<file path="src/rtl/sorted_pkt_tx.sv">
// Sort-path transmitter: streams L words from a synchronous-read buffer as an Avalon-ST packet.
// Define SORT_TX_DESCENDING_EN to read addresses L-1 down to 0 instead of 0 up to L-1.
module sorted_pkt_tx #(
  parameter int DWIDTH      = 10,
  parameter int MAX_PKT_LEN = 10,
  parameter int CTR_SZ      = 10,
  parameter int AWIDTH      = $clog2(MAX_PKT_LEN)
) (
  input  logic              clk_i,
  input  logic              arstn_i,
  input  logic              start_i,
  input  logic [CTR_SZ-1:0] len_i,
  output logic              busy_o,
  output logic              done_o,
  output logic              rd_en_o,
  output logic [AWIDTH-1:0] rd_addr_o,
  input  logic [DWIDTH-1:0] rd_data_i,
  output logic [DWIDTH-1:0] src_data_o,
  output logic              src_valid_o,
  input  logic              src_ready_i,
  output logic              src_startofpacket_o,
  output logic              src_endofpacket_o
);

`ifdef SORT_TX_DESCENDING_EN
  localparam bit DESCENDING = 1'b1;
`else
  localparam bit DESCENDING = 1'b0;
`endif

  localparam logic [CTR_SZ-1:0] ONE     = CTR_SZ'(1);
  localparam logic [CTR_SZ-1:0] MAX_LEN = CTR_SZ'(MAX_PKT_LEN);

  typedef enum logic [1:0] {IDLE, RUN, DONE} state_t;

  state_t            state;
  logic [CTR_SZ-1:0] len_q;
  logic [CTR_SZ-1:0] rd_cnt;
  logic [CTR_SZ-1:0] beat_cnt;
  logic              ret_vld;

  logic [DWIDTH-1:0] fifo_mem [2];
  logic              wr_ptr;
  logic              rd_ptr;
  logic [1:0]        fifo_cnt;

  logic              fifo_empty;
  logic              beat;
  logic              fifo_wr;
  logic              fifo_rd;
  logic [1:0]        cnt_next;
  logic              last_beat;
  logic              can_read;
  logic [CTR_SZ-1:0] eff_len;

  function automatic logic [AWIDTH-1:0] addr_of(input logic [CTR_SZ-1:0] idx,
                                                input logic [CTR_SZ-1:0] len);
    return DESCENDING ? AWIDTH'(len - idx - ONE) : AWIDTH'(idx);
  endfunction

  // Data returning from the buffer bypasses an empty FIFO so the first beat
  // is visible the same cycle it arrives; otherwise the FIFO head is shown.
  assign fifo_empty  = (fifo_cnt == 2'd0);
  assign src_valid_o = !fifo_empty || ret_vld;
  assign src_data_o  = !fifo_empty ? fifo_mem[rd_ptr] : (ret_vld ? rd_data_i : '0);
  assign beat        = src_valid_o && src_ready_i;
  assign fifo_wr     = ret_vld && !(fifo_empty && beat);
  assign fifo_rd     = beat && !fifo_empty;
  assign cnt_next    = fifo_cnt + 2'(ret_vld) - 2'(beat);

  assign last_beat           = (beat_cnt == len_q - ONE);
  assign src_startofpacket_o = src_valid_o && (beat_cnt == '0);
  assign src_endofpacket_o   = src_valid_o && last_beat;

  // Next-cycle occupancy plus the read now in flight must leave room for one more.
  assign can_read = (state == RUN) && (rd_cnt < len_q) &&
                    ((3'(cnt_next) + 3'(rd_en_o)) < 3'd2);
  assign eff_len  = (len_i > MAX_LEN) ? MAX_LEN : len_i;

  // NOTE: storage is deliberately left unreset; fifo_cnt/ret_vld gate every read of it.
  always_ff @(posedge clk_i) begin
    if (fifo_wr) fifo_mem[wr_ptr] <= rd_data_i;
  end

  always_ff @(posedge clk_i or negedge arstn_i) begin
    if (!arstn_i) begin
      wr_ptr   <= 1'b0;
      rd_ptr   <= 1'b0;
      fifo_cnt <= 2'd0;
      ret_vld  <= 1'b0;
    end else begin
      // NOTE: non-blocking assignments let every register see pre-edge values.
      ret_vld  <= rd_en_o;
      fifo_cnt <= cnt_next;
      if (fifo_wr) wr_ptr <= ~wr_ptr;
      if (fifo_rd) rd_ptr <= ~rd_ptr;
    end
  end

  always_ff @(posedge clk_i or negedge arstn_i) begin
    if (!arstn_i) begin
      state     <= IDLE;
      busy_o    <= 1'b0;
      done_o    <= 1'b0;
      rd_en_o   <= 1'b0;
      rd_addr_o <= '0;
      len_q     <= '0;
      rd_cnt    <= '0;
      beat_cnt  <= '0;
    end else begin
      done_o  <= 1'b0;
      rd_en_o <= 1'b0;
      case (state)
        IDLE: begin
          if (start_i) begin
            if (len_i != '0) begin
              state     <= RUN;
              busy_o    <= 1'b1;
              len_q     <= eff_len;
              beat_cnt  <= '0;
              rd_cnt    <= ONE;
              rd_en_o   <= 1'b1;
              rd_addr_o <= addr_of('0, eff_len);
            end else begin
              state  <= DONE;
              done_o <= 1'b1;
            end
          end
        end
        RUN: begin
          if (beat) beat_cnt <= beat_cnt + ONE;
          if (can_read) begin
            rd_en_o   <= 1'b1;
            rd_addr_o <= addr_of(rd_cnt, len_q);
            rd_cnt    <= rd_cnt + ONE;
          end
          if (beat && last_beat) begin
            state  <= DONE;
            busy_o <= 1'b0;
            done_o <= 1'b1;
          end
        end
        DONE:    state <= IDLE;
        default: state <= IDLE;
      endcase
    end
  end

endmodule

</file>
<file path="config.mk">
export PLATFORM = sky130hd
export DESIGN_NAME = sorted_pkt_tx
export DESIGN_NICKNAME = d
export VERILOG_FILES = /design/src/rtl/sorted_pkt_tx.sv
export SDC_FILE = /design/constraint.sdc
export NUM_CORES = 1
export LEC_CHECK = 0
export CAP_MARGIN = 20
export CELL_PAD_IN_SITES_DETAIL_PLACEMENT = 1
export CELL_PAD_IN_SITES_GLOBAL_PLACEMENT = 1
export CORE_AREA = 2 2 114 88
export DETAILED_ROUTE_END_ITERATION = 10
export DIE_AREA = 0 0 116 90
export PLACE_DENSITY = 0.73
export SETUP_SLACK_MARGIN = 0.05
export SLEW_MARGIN = 20
export SYNTH_ARGS = -nofsm -noshare
export SYNTH_HDL_FRONTEND = slang
export SYNTH_SLANG_ARGS = --single-unit
</file>
<file path="constraint.sdc">
create_clock -name clk_i -period 8 [get_ports clk_i]
set_clock_uncertainty 0.1 [all_clocks]
set_input_delay 1.6 -clock clk_i [delete_from_list [all_inputs] [get_ports clk_i]]
set_output_delay 1.6 -clock clk_i [all_outputs]
set_load 0.005 [all_outputs]
</file>
==> key figures <==
Outcome
  • Run status: finished, final reports clean

Worst setup path
  • Critical path class: register to output pin
  • CP peak stage delay: 0.58 ns
  • Critical-path top delay cell: or4_4
  • Crit path buf inv count: 1
  • Top Family by Delay on Critical Path: simple AND/OR/NAND/NOR gates
  • Startpoint Class: register
  • Worst EP arrival: 2.91 ns
  • Crit. End Element: output pin
  • CP Cell Sequence: or4_4, nor3_1, xnor2_1, nand4b_1, nor4_1, clkdlybuf4s50_1
  • WP data required: 6.30 ns
  • Worst Path Max Fanout: 5

Synth
  • Synthesis-stage register bit count: 64
  • Post-synth EDFFs: 20
  • Sequential cell area fraction in the yosys report: 0.518
  • Syn. warnings: 0
  • Synthesized area: 3280 um^2
  • Synth cell types: 43
  • Mean Syn Cell Area: 10.4 um^2
  • Commonest register cell after synthesis: dfrtp_1
  • Asr flop ratio synth: 0.688
  • Syn nets: 354
  • Cells after Synth: 315

Layout
  • Finished Layout Cells: 498
  • Commonest non-fill, non-tap cell in the layout: dfrtp_1
  • Ant diodes: 0
  • Area delta synth->final: 25.7%
  • Post-route cell area: 4130 um^2
  • Layout net count: 400
  • Most frequent cells in the layout: dfrtp_1, clkdlybuf4s50_1, nor2_1, nand2_1, o21ai_0
  • Layout cell share with drive strength beyond 1: 0.0519

Detailed routing
  • Post-route DRC violation count: 0
  • DR vias: 2514
  • DR WL/cell: 15.8 um
  • Routed Antenna Nets: 0
  • Routed Wire Length: 7.88 mm
  • Drt pass-1 iters: 4
  • Detailed-route vias per instance: 5.05
  • DRT iter0 DRCs: 91

STA
  • Period Utilization, post-route: 0.577
  • TNS Setup: 0 ns
  • Slew Limit Fails: 0
  • Min Tclk post-route: 4.61 ns
  • Fin. Hold Viols: 0
  • Worst-Margin Slew: 1.04 ns
  • Count of final setup violators: 0
  • Slew headroom: 0.304
  • RSZ-0062 raised after global routing: false
  • Max Freq: 0.217 GHz
  • Final worst-path setup slack: 3.39 ns

Die
  • Width of the chip: 116 um
  • Core area: 9390 um^2
  • Die area: 10400 um^2
  • Placement Rows: 31
  • Initial core utilization: 0.350
  • I/O pin cnt: 44
  • Die Span Y: 90 um

Global route
  • Largest net degree at the start of global routing: 45
  • First-pass GRT wire length: 13.2 mm
  • Vias in the first global route: 2689
  • Antenna violations before repair: 0
  • Total global routing track utilization: 0.163
  • Total congestion overflow: 0

Placement
  • Pre-CTS setup slack: 3.30 ns
  • IO Port Bufs: 43
  • Post-DP HPWL: 5.68 mm
  • GP Congestion: 0.775
  • Placed instance area: 3860 um^2
  • Cells after DPL: 482

CTS
  • Clk slew on worst S/H paths: 0.05 ns
  • H-tree depth: 3
  • CTS Hold Buffers Added: 0
  • Post-cts sizing count: 0
  • CTS root buf: clkbuf_16
  • Clock latency on the worst-skew pair: 0.33 ns
  • Setup bufs post-CTS: 0
  • CTS tree: built
  • CTS max path bufs: 2
  • CTS sink count: 64
  • Number of buffers created by CTS: 9

Power
  • Total power: 1370 uW
  • Leakage: 0.00174 uW
  • Power Dens Cells: 333 nW/um^2
  • Peak supply drop: 0.000145 V

Job
  • Maxcap violations: 0

Hold path
  • Hold Path Class: register to register
## power breakdown
group	internal, uW	switching (uW)
combinational	254	254
clock	218	129
sequential	426	92.5
total	898	476
## stage by stage
step	hold WS [ns]	utilization
after global placement	0.306	0.411
final	0.312	0.439
after global routing	0.320	0.439
after detailed placement	0.302	0.411
after floorplan	0.296	-
after CTS	0.312	0.439
## layer usage
layer | vias to the layer above | global-route usage | part of all wire
li1 | 1214 | - | -
met1 | 1263 | 0.213 | 0.48
met2 | 26 | 0.259 | 0.48
met3 | 11 | 0.0499 | 0.028
met4 | 0 | 0.0506 | 0.015
met5 | - | 0 | 0
## kinds of logic after synthesis
| group | count (synthesis) | synth area share |
|---|---|---|
| muxes | 17 | 0.0522 |
| buffers and inverters | 25 | 0.0290 |
| AOI/OAI and AO/OA | 45 | 0.0812 |
| DFF | 64 | 0.518 |
| and+or+nand+nor | 121 | 0.187 |
| xor gates and xnor gates | 28 | 0.0747 |
| adders and majority gates | 15 | 0.0572 |
## synthesized netlist by cell type (12+ instances only)
library cell  instances  share of area
o21ai_0              23          0.035
nand2_1              28          0.032
edfxtp_1             20           0.18
xor2_1               12          0.032
nand3_1              18          0.027
inv_1                16          0.018
xnor2_1              16          0.043
dfrtp_1              44           0.34
mux2i_1              16          0.049
ha_1                 15          0.057
nor2_1               31          0.035
## sequential cells by signal, indices dropped and copies added, names as in the netlist
| signal | flops |
|---|---|
| done_o | 1 |
| rd_ptr | 1 |
| len_q | 10 |
| fifo_mem | 20 |
| ret_vld | 1 |
| state | 2 |
| rd_en_o | 1 |
| rd_addr_o | 4 |
| beat_cnt | 10 |
| busy_o | 1 |
| wr_ptr | 1 |
| fifo_cnt | 2 |
| rd_cnt | 10 |
## final cells by class
class | instances | area [um^2]
Clock buffer | 15 | 258
Clock inverter | 1 | 5.00
Fill cell | 1067 | 5260
Inverter | 16 | 60.1
Multi-Input combinational cell | 226 | 1500
Sequential cell | 64 | 1700
Tap cell | 132 | 165
Timing Repair Buffer | 44 | 435
## final timing paths
check                      depth (start not counted)  slack, ns      from                end
setup / recovery                                   6       3.39  len_q[0]  src_endofpacket_o
hold / removal                                     0       0.31   rd_en_o            ret_vld
setup reg to reg                                  12       4.60   ret_vld          rd_cnt[6]
hold reg to reg                                    0       0.31   rd_en_o            ret_vld
max in group asynchronous                          1       6.23   arstn_i        beat_cnt[9]
min in group asynchronous                          1       1.17   arstn_i           state[1]
No activity file was read; power rests on OpenSTA's default activity.
